`config.mk`:
```
export PLATFORM = sky130hd
export DESIGN_NAME = mem_stall_ctrl
export DESIGN_NICKNAME = d
export VERILOG_FILES = /design/src/rtl/mem_stall_ctrl.sv
export SDC_FILE = /design/constraint.sdc
export NUM_CORES = 1
export LEC_CHECK = 0
export BUFFER_PORTS_ARGS = -buffer_cell sky130_fd_sc_hd__buf_2
export CAP_MARGIN = 25
export CORE_MARGIN = 3
export CORE_UTILIZATION = 50
export CTS_BUF_LIST = sky130_fd_sc_hd__clkbuf_8
export CTS_CLUSTER_DIAMETER = 150
export CTS_CLUSTER_SIZE = 16
export DETAILED_ROUTE_END_ITERATION = 6
export PLACE_DENSITY = 0.81
export SYNTH_ARGS = -nofsm -noshare
export SYNTH_HDL_FRONTEND = slang
export SYNTH_SLANG_ARGS = --single-unit
```
`constraint.sdc`:
```
create_clock -name clk_i -period 2.9 [get_ports clk_i]
set_clock_uncertainty 0.1 [all_clocks]
set_input_delay 0.58 -clock clk_i [delete_from_list [all_inputs] [get_ports clk_i]]
set_output_delay 0.58 -clock clk_i [all_outputs]
set_load 0.1 [all_outputs]
```
`src/rtl/mem_stall_ctrl.sv`:
```
// Stalls the pipeline around a req/ack data-memory access, with timeout abort,
// sticky error flag and a saturating stall-cycle counter.
module mem_stall_ctrl #(
  parameter int unsigned ADDR_W  = 32,
  parameter int unsigned DATA_W  = 32,
  parameter int unsigned TIMEOUT = 64
) (
  input  logic              clk_i,
  input  logic              rst_i,
  input  logic              MemRead_i,
  input  logic              MemWrite_i,
  input  logic [ADDR_W-1:0] addr_i,
  input  logic [DATA_W-1:0] data_i,
  output logic [DATA_W-1:0] data_o,
  output logic              stall_o,
  output logic              mem_req_o,
  output logic              mem_we_o,
  output logic [ADDR_W-1:0] mem_addr_o,
  output logic [DATA_W-1:0] mem_wdata_o,
  input  logic              mem_ack_i,
  input  logic [DATA_W-1:0] mem_rdata_i,
  output logic              err_o,
  output logic [31:0]       stall_cnt_o
);

  localparam int unsigned CntW = $clog2(TIMEOUT);
  localparam logic [CntW-1:0] ToLast = CntW'(TIMEOUT - 1);

  typedef enum logic [1:0] {StIdle, StBusy, StDone} state_e;

  state_e              state_q, state_d;
  logic                access;
  logic                timeout_hit;
  logic [CntW-1:0]     to_cnt_q;
  logic                mem_req_q;
  logic                mem_we_q;
  logic [ADDR_W-1:0]   mem_addr_q;
  logic [DATA_W-1:0]   mem_wdata_q;
  logic [DATA_W-1:0]   data_q;
  logic                err_q;
  logic [31:0]         stall_cnt_q;

  assign access      = MemRead_i | MemWrite_i;
  assign timeout_hit = (to_cnt_q == ToLast);

  always_ff @(posedge clk_i or negedge rst_i) begin
    if (!rst_i) begin
      state_q <= StIdle;
    end else begin
      state_q <= state_d;
    end
  end

  always_comb begin
    state_d = state_q;
    unique case (state_q)
      StIdle:  if (access) state_d = StBusy;
      StBusy:  if (mem_ack_i || timeout_hit) state_d = StDone;
      StDone:  state_d = StIdle;
      default: state_d = StIdle;
    endcase
  end

  // DONE deliberately ignores the still-visible request so it is not re-issued.
  always_comb begin
    stall_o = 1'b0;
    unique case (state_q)
      StIdle:  stall_o = access;
      StBusy:  stall_o = 1'b1;
      StDone:  stall_o = 1'b0;
      default: stall_o = 1'b0;
    endcase
  end

  always_ff @(posedge clk_i or negedge rst_i) begin
    if (!rst_i) begin
      to_cnt_q    <= '0;
      mem_req_q   <= 1'b0;
      mem_we_q    <= 1'b0;
      mem_addr_q  <= '0;
      mem_wdata_q <= '0;
      data_q      <= '0;
      err_q       <= 1'b0;
    end else begin
      case (state_q)
        StIdle: begin
          if (access) begin
            mem_addr_q  <= addr_i;
            mem_wdata_q <= data_i;
            mem_we_q    <= MemWrite_i;
            mem_req_q   <= 1'b1;
            to_cnt_q    <= '0;
            if (MemRead_i && MemWrite_i) err_q <= 1'b1;
          end
        end
        StBusy: begin
          // Ack takes priority over a simultaneous timeout.
          if (mem_ack_i) begin
            mem_req_q <= 1'b0;
            if (!mem_we_q) data_q <= mem_rdata_i;
          end else if (timeout_hit) begin
            mem_req_q <= 1'b0;
            err_q     <= 1'b1;
            if (!mem_we_q) data_q <= '0;
          end else begin
            to_cnt_q <= to_cnt_q + 1'b1;
          end
        end
        default: ;
      endcase
    end
  end

  always_ff @(posedge clk_i or negedge rst_i) begin
    if (!rst_i) begin
      stall_cnt_q <= '0;
    end else if (stall_o && (stall_cnt_q != 32'hFFFF_FFFF)) begin
      stall_cnt_q <= stall_cnt_q + 32'd1;
    end
  end

  assign data_o      = data_q;
  assign mem_req_o   = mem_req_q;
  assign mem_we_o    = mem_we_q;
  assign mem_addr_o  = mem_addr_q;
  assign mem_wdata_o = mem_wdata_q;
  assign err_o       = err_q;
  assign stall_cnt_o = stall_cnt_q;

endmodule
```
==> metrics.cfg, run 1 <==
[run_status]
outcome = complete, no violations

[clocking]
worstSkewPairLatency_ns = 0.43
cts_resized = 0
htreeDepth = 4
cts.clk_slew.worst_paths_ns = 0.07
root_buffer = clkbuf_8
cts_sinks = 139
clockBufferDepth = 2
tritoncts = built
cts-buffers-inserted = 17

[yosys]
synth_top_family_by_area = multiplexers
synthMuxAreaShare_pct = 13.00
seq_area_frac_synth_pct = 61.78
ys_warn_count = 0
synth_area_um2 = 5630
postSynthCellCount = 464
synth-simple-area-share_pct = 12.98
synth_compound_area_share_pct = 5.356
synth_top_flop_cell = dfrtp_1
syn_area_per_cell_um2 = 12.13
synth_seq_cells = 139
synth_edf_count = 0
async_flop_share_pct = 100.0
syn_nets = 567
synth_xor_area_share_pct = 4.978
synth.distinct_cells = 38
synthAdderAreaFrac_pct = 0.4444

[worst_setup_path]
required_ns = 2.22
cp-start-kind = register
cp_max_fo = 7
crit_type = reg2out
cp_data_arrival_time_ns = 1.65
endpoint_kind = output pin

[global_routing]
antenna_found_initial = 0
grt_pass1_wl_mm = 21.52
grt_use_total_pct = 21.57
grt-ovfl-total = 0
grt_max_degree = 67
first_global_vias = 4544

[layout]
final_common_cell = buf_2
drive_above_1_share_pct = 47.05
design_area_um2 = 7313
area_growth_syn_to_layout_pct = 29.89
antennaDiodeCount = 0
nets = 806
n_fill_cell = 852
final_cell_mix = buf_2 (231), dfrtp_1 (139), nand2_1 (78)

[die]
initial_core_util_pct = 51.49
core_um2 = 10940
die_h_um = 112.1
num_rows = 38
die_area_um2 = 12570
die_w_um = 112.1
ios = 233

[timing]
drv_slew = 0
tns_ns = 0
slew_headroom_pct = 52.25
tightest_slew_ns = 0.7114
hold_viol = 0
fin_crit_ns = 2.329
rsz0062_at_grt = no
fmax_mhz = 429.3
report.final.setup_viol = 0
finalCritPeriodShare_pct = 80.32

[detailed_routing]
wl_per_cell_um = 15.51
antenna_left = 0
totalWireLength_mm = 13.21
drtPass1Iterations = 4
drtIter0Drc = 257
route.detailed.drc = 0
num_vias = 4361
avgViaCountPerCell = 5.119

[place]
port_buffers = 232
place_area_um2 = 6969
place_congestion = 0.8833
dpl.hpwl_mm = 9.873

[job]
drv_cap = 0

[min_path]
hold_path.class = in2reg

[path summary, 6_finish.rpt]
path                                startpoint  cells past startpoint  slack, ns              end
worst max-delay path                state_q[0]                      3       0.57          stall_o
worst min-delay path                 addr_i[9]                      2       0.28    mem_addr_o[9]
worst max register to register  stall_cnt_o[0]                      6       0.61   stall_cnt_o[1]
worst min register to register      data_o[26]                      2       0.38       data_o[26]
max in group asynchronous                rst_i                      3       1.42  stall_cnt_o[12]
min in group asynchronous                rst_i                      2       0.56  stall_cnt_o[26]
[cell usage after synthesis (2+ instances only)]
library cell	instances	share of area [%]
a21oi_1	2	0.18
and2_1	2	0.22
inv_1	4	0.27
or4_4	2	0.40
a31oi_1	2	0.22
xor2_1	12	1.9
nand2_1	78	5.2
nor3_1	6	0.53
nand4_1	13	1.4
clkbuf_1	18	1.2
and3_1	7	0.78
nor2_1	13	0.87
or3_1	2	0.22
ha_1	2	0.44
mux2_2	65	13
o21ai_0	38	3.4
dfrtp_1	139	62
xnor2_1	20	3.1
or2_2	2	0.22
nand3_1	15	1.3
nor4_1	3	0.33
o21bai_1	2	0.27
a22o_1	2	0.31
[cell type report]
cell class	count	area (um^2)	area share [%]
timing repair buffer	238	1240	16.95
clock buffer	20	275.3	3.764
multi-input combinational	303	2071	28.31
tap	140	175.2	2.395
inverter	4	15.01	0.2053
sequential	139	3478	47.56
clock inverter	8	58.81	0.8041
[logic make-up after synthesis]
kind of cell | count (synthesis)
AO/OA/AOI/OAI | 52
XOR/XNOR | 32
adder cells (fa/ha/maj) | 2
buffers and inverters | 22
flip-flops | 139
multiplexers | 65
AND/OR/NAND/NOR | 152
[through the flow]
| stage | utilization [%] | instances | setup slack [ns] | hold WS [ns] |
|---|---|---|---|---|
| final | 66.88 | 852 | 0.5708 | 0.2777 |
| after global routing | 66.88 | 852 | 0.4459 | 0.2438 |
| after CTS | 66.88 | 852 | 0.5424 | 0.2447 |
| after detailed placement | 63.73 | 823 | 0.5167 | 0.3658 |
| after global placement | 63.73 | 823 | 0.5397 | 0.3560 |
| after floorplan | - | 464 | 0.02069 | 0.1844 |
[critical path, stage by stage (launching register included)]
cell     delay [ns]
dfrtp_1        0.44
nor3_1         0.37
nor2_1         0.10
buf_2          0.31
[what timing repair did]
item                                    4_1_cts  5_1_grt
setup buffers                                 0        0
hold buffers                                  1        0
endpoints found under the setup margin        0        0
hold endpoints to repair                     27        0
[metal layers]
layer | global-route usage [%] | vias to the layer above | part of all wire, %
met1 | 26.24 | 2107 | 40
met3 | 5.984 | 29 | 5.6
met5 | 0 | - | 0
met2 | 35.64 | 144 | 52
met4 | 10.42 | 0 | 2.5
li1 | - | 2081 | -
[state kept, by name, summed over array words and instances, names as in the netlist]
| signal | flops |
|---|---|
| data_o | 32 |
| err_o | 1 |
| mem_addr_o | 32 |
| mem_req_o | 1 |
| mem_wdata_o | 32 |
| mem_we_o | 1 |
| stall_cnt_o | 32 |
| state_q | 2 |
| to_cnt_q | 6 |
Power of run 1 is not shown: default switching activity piles up to over one toggle a cycle in this logic, so the estimate is an artifact.
==> run 2, diff against run 1 <==
--- a/config.mk
+++ b/config.mk
@@ -5,10 +5,11 @@
 export SDC_FILE = /design/constraint.sdc
 export NUM_CORES = 1
 export LEC_CHECK = 0
+export ABC_AREA = 1
 export BUFFER_PORTS_ARGS = -buffer_cell sky130_fd_sc_hd__buf_2
 export CAP_MARGIN = 25
 export CORE_MARGIN = 3
-export CORE_UTILIZATION = 50
+export CORE_UTILIZATION = 52
 export CTS_BUF_LIST = sky130_fd_sc_hd__clkbuf_8
 export CTS_CLUSTER_DIAMETER = 150
 export CTS_CLUSTER_SIZE = 16
==> constraint.sdc (replaced) <==
create_clock -name clk_i -period 2.25 [get_ports clk_i]
set_clock_uncertainty 0.1 [all_clocks]
set_input_delay 0.45 -clock clk_i [delete_from_list [all_inputs] [get_ports clk_i]]
set_output_delay 0.45 -clock clk_i [all_outputs]
set_load 0.1 [all_outputs]
==> metrics.cfg, run 2 <==
[clocking]
cts.clk_slew.worst_paths_ns = 0.07
htreeDepth = 4
root_buffer = clkbuf_8
post-cts-setup-buffers = 0
tritoncts = built
cts-buffers-inserted = 17
cts_sinks = 139
worstSkewPairLatency_ns = 0.43
clockBufferDepth = 2

[timing]
tns_ns = 0
rsz0062_at_grt = no
tightest_slew_ns = 0.7035
report.final.setup_viol = 0
hold_viol = 0
fmax_mhz = 487.2
slew_headroom_pct = 53.00
finalCritPeriodShare_pct = 91.23
fin_crit_ns = 2.053
drv_slew = 0
finalWorstSetupSlack_ns = 0.1974

[yosys]
synthMuxAreaShare_pct = 0
synth_compound_area_share_pct = 1.416
synth_top_family_by_area = simple AND/OR/NAND/NOR gates
synth_seq_cells = 139
synth-simple-area-share_pct = 37.75
synthAdderAreaFrac_pct = 0.3880
postSynthCellCount = 844
synth_edf_count = 0
synth.largest_area_cell = dfrtp_1
synth_top_area_share_pct = 53.93
synth.distinct_cells = 30
yosysMostFrequentCell = nand2_1
syn_area_per_cell_um2 = 7.642
synth_common_cells = nand2_1 (470), dfrtp_1 (139), nor2_1 (59), nand3_1 (55), inv_1 (38)
ys_warn_count = 0
synth_top_flop_cell = dfrtp_1
syn_nets = 947
synth_xor_area_share_pct = 1.901
seq_area_frac_synth_pct = 53.93
synth_area_um2 = 6450
synthTopCellsByArea = dfrtp_1 (54%), nand2_1 (27%), nand3_1 (4.3%)
async_flop_share_pct = 100.0

[layout]
final_common_cell = nand2_1
final_cell_mix = nand2_1 (468), buf_2 (230), dfrtp_1 (132)
fin_util_pct = 68.06
drive_above_1_share_pct = 27.06
nets = 1181
antennaDiodeCount = 0
n_fill_cell = 1021
area_growth_syn_to_layout_pct = 27.27

[global_routing]
grt_use_total_pct = 25.44
antenna_found_initial = 0
grt_max_degree = 68
first_global_vias = 5746
grt-ovfl-total = 0
grt_pass1_wl_mm = 28.52

[place]
port_buffers = 232
dpl.hpwl_mm = 12.67
preCtsSetupSlack_ns = 0.2447
place_congestion = 0.9477

[die]
die_h_um = 117.4
die_area_um2 = 13780
core_um2 = 12060
ios = 233
die_w_um = 117.4
num_rows = 40
initial_core_util_pct = 53.48

[worst_setup_path]
cp_data_arrival_time_ns = 1.50
crit_type = reg2out
crit_family = simple AND/OR/NAND/NOR gates
cp_max_fo = 4
endpoint_kind = output pin
cp.buffers_inverters = 1
crit_path_frequent_cell = nand2_2
path_cells = nor2_1, nand2_2, nand2_2, buf_12
cp-start-kind = register
slowest_stage = dfrtp_1
required_ns = 1.70
critPathMaxStageDelay_ns = 0.41

[run_status]
outcome = complete, no violations

[detailed_routing]
avgViaCountPerCell = 4.808
antenna_left = 0
num_vias = 6049
drtPass1Iterations = 5
drtIter0Drc = 360
wl_per_cell_um = 13.55
route.detailed.drc = 0
totalWireLength_mm = 17.05

[min_path]
hold_path.class = in2reg

[job]
drv_cap = 0

==> run 2: changes by cell type after synthesis, moves of 30 or more <==
cell / delta
o21ai_0: -30
mux2_2: -65
nand2_1: +392
nor2_1: +46
nand3_1: +40
inv_1: +34
==> run 2: metrics by stage <==
| stage | hold WS (ns) | cells | area [um^2] |
|---|---|---|---|
| final | 0.1066 | 1258 | 8209 |
| after detailed placement | 0.2768 | 1226 | 7815 |
| after CTS | 0.07572 | 1258 | 8207 |
| after global placement | 0.2785 | 1226 | 7815 |
| after floorplan | 0.05441 | 844 | 6459 |
| after global routing | 0.07769 | 1258 | 8209 |
==> run 2: final cells by class <==
| class | instances | area [um^2] | area share [%] |
|---|---|---|---|
| clock buffers | 20 | 275.3 | 3.353 |
| clock inverters | 11 | 106.4 | 1.296 |
| inverters | 41 | 153.9 | 1.875 |
| multi-input cells | 637 | 2679 | 32.63 |
| flip-flops and latches | 139 | 3487 | 42.48 |
| well taps | 168 | 210.2 | 2.561 |
| repair buffers | 242 | 1297 | 15.81 |
==> run 2: kinds of logic after synthesis <==
family | count (synthesis)
simple gates | 606
flops | 139
buf+inv | 68
compound gates | 15
xor+xnor | 14
fa+ha+maj | 2
==> run 2: metal layers <==
metal / track usage [%] / vias to the layer above / routed length, um
met2: 42.23 / 217 / 8441
met5: 0 / - / 0
met1: 32.03 / 2746 / 7007
met4: 8.504 / 0 / 353
li1: - / 3056 / -
met3: 7.618 / 30 / 1247
==> run 2: path summary, 6_finish.rpt <==
kind	from	to	slack, ns	depth (start not counted)
setup reg to reg	stall_cnt_o[0]	stall_cnt_o[18]	0.22	8
setup / recovery	state_q[0]	stall_o	0.20	4
min in group asynchronous	rst_i	data_o[8]	0.38	2
max in group asynchronous	rst_i	data_o[19]	1.04	3
hold / removal	data_i[30]	mem_wdata_o[30]	0.11	3
hold reg to reg	data_o[30]	data_o[30]	0.38	2
==> run 2: what timing repair did <==
item | in CTS | in global routing
setup endpoints to repair | 0 | 1
endpoints found under the hold margin | 36 | 0
hold buffers | 1 | 0
gates resized for setup | 0 | 1
==> run 2: tightest hold or removal path: cells and delay by family <==
family	cells	cell delay, ns
AND/OR/NAND/NOR	2	0.08
buffers and inverters	1	0.07
Power of run 2 is left out for the same reason.
==> run 3, diff against run 2 <==
--- a/config.mk
+++ b/config.mk
@@ -6,15 +6,17 @@
 export NUM_CORES = 1
 export LEC_CHECK = 0
 export ABC_AREA = 1
+export ABC_CLOCK_PERIOD_IN_PS = 2250
 export BUFFER_PORTS_ARGS = -buffer_cell sky130_fd_sc_hd__buf_2
 export CAP_MARGIN = 25
 export CORE_MARGIN = 3
-export CORE_UTILIZATION = 52
-export CTS_BUF_LIST = sky130_fd_sc_hd__clkbuf_8
+export CORE_UTILIZATION = 50
+export CTS_BUF_LIST = sky130_fd_sc_hd__clkbuf_8 sky130_fd_sc_hd__clkbuf_16
 export CTS_CLUSTER_DIAMETER = 150
 export CTS_CLUSTER_SIZE = 16
 export DETAILED_ROUTE_END_ITERATION = 6
-export PLACE_DENSITY = 0.81
+export HOLD_SLACK_MARGIN = 0.1
+export PLACE_DENSITY = 0.78
 export SYNTH_ARGS = -nofsm -noshare
 export SYNTH_HDL_FRONTEND = slang
 export SYNTH_SLANG_ARGS = --single-unit
==> metrics.cfg, run 3 (synthesis gave the netlist of run 2 again) <==
[run_status]
outcome = complete, no violations

[detailed_routing]
drtPass1Iterations = 5
antenna_left = 0
drtIter0Drc = 384
wl_per_cell_um = 13.53
avgViaCountPerCell = 4.828
num_vias = 6083
totalWireLength_mm = 17.05
route.detailed.drc = 0

[worst_setup_path]
path_cells = nor2_1, nand2_2, nand2_1, buf_12
cp_max_fo = 4
startpoint = state_q[0]
required_ns = 1.70
slowest_stage = dfrtp_1
r2r_start = stall_cnt_o[0]
crit_type = reg2out
cp_data_arrival_time_ns = 1.57
cp-start-kind = register
critPathMaxStageDelay_ns = 0.41
endpoint_kind = output pin

[layout]
nets = 1182
area_growth_syn_to_layout_pct = 30.75
n_fill_cell = 1054
antennaDiodeCount = 0
final_cell_mix = nand2_1 (469), buf_2 (230), dfrtp_1 (132)
drive_above_1_share_pct = 27.38
final_common_cell = nand2_1

[timing]
tightest_slew_ns = 0.7322
fin_crit_ns = 2.116
slew_headroom_pct = 51.08
rsz0062_at_grt = no
hold_viol = 0
drv_slew = 0
finalCritPeriodShare_pct = 94.04
tns_ns = 0
report.final.setup_viol = 0
fmax_mhz = 472.6

[die]
die_w_um = 119.6
num_rows = 40
die_h_um = 119.6
ios = 233
core_um2 = 12310
initial_core_util_pct = 52.39
die_area_um2 = 14300

[place]
place_congestion = 0.8798
dpl.hpwl_mm = 12.53
port_buffers = 232

[clocking]
cts.clk_slew.worst_paths_ns = 0.06
root_buffer = clkbuf_16
cts-buffers-inserted = 17
cts_sinks = 139
post-cts-setup-buffers = 0
cts_resized = 0
htreeDepth = 4
clockBufferDepth = 2
tritoncts = built
postCtsHoldBufs = 1
worstSkewPairLatency_ns = 0.41

[global_routing]
grt_pass1_wl_mm = 28.33
grt-ovfl-total = 0
antenna_found_initial = 1
first_global_vias = 5816
grt_use_total_pct = 24.69
grt_max_degree = 70

[min_path]
min-delay-start = data_i[9]
hold_path.class = in2reg

[job]
drv_cap = 0

-- run 3: cell count changes in the layout (fill, tap and decap cells not counted), sizes merged --
cell      delta
buf          +1
clkinv       +1
clkinvlp     +1
inv          -1
-- run 3: path summary, 6_finish.rpt --
| check | slack, ns | end | depth (start not counted) |
|---|---|---|---|
| max | 0.13 | stall_o | 4 |
| min | 0.12 | mem_wdata_o[9] | 3 |
| max reg2reg | 0.21 | stall_cnt_o[5] | 8 |
| min reg2reg | 0.37 | err_o | 1 |
| max in group asynchronous | 0.96 | stall_cnt_o[1] | 3 |
| min in group asynchronous | 0.44 | mem_wdata_o[6] | 2 |
-- run 3: cell type report --
class	count	area, um^2	area share [%]
multi-input cells	637	2676	31.74
clock inverters	12	121.4	1.439
clock buffers	20	466.7	5.534
inverters	41	153.9	1.825
repair buffers	243	1318	15.62
flip-flops and latches	139	3487	41.35
well taps	168	210.2	2.493
-- run 3: stage by stage --
step           instance area, um^2  setup slack [ns]  cells  util [%]  hold WS [ns]
2_1_floorplan                 6459           0.01093    844         -       0.05441
6_report                      8433            0.1342   1260     68.50        0.1215
3_5_place_dp                  7835            0.2148   1227     63.64        0.3173
3_3_place_gp                  7835            0.2817   1227     63.64        0.3177
4_1_cts                       8433            0.1043   1260     68.50        0.1066
5_1_grt                       8433           0.01200   1260     68.50        0.1189
-- run 3: layer usage --
metal	GRT usage (%)	part of all wire, %
met2	40.40	48
met4	9.162	2.3
met3	7.634	7.5
met1	30.99	42
met5	0	0.076
-- run 3: critical path, delay by kind of cell (launching register included) --
family | cells | cell delay [ns]
and+or+nand+nor | 3 | 0.53
DFF | 1 | 0.41
buffers and inverters | 1 | 0.22
Power of run 3 is left out for the same reason.
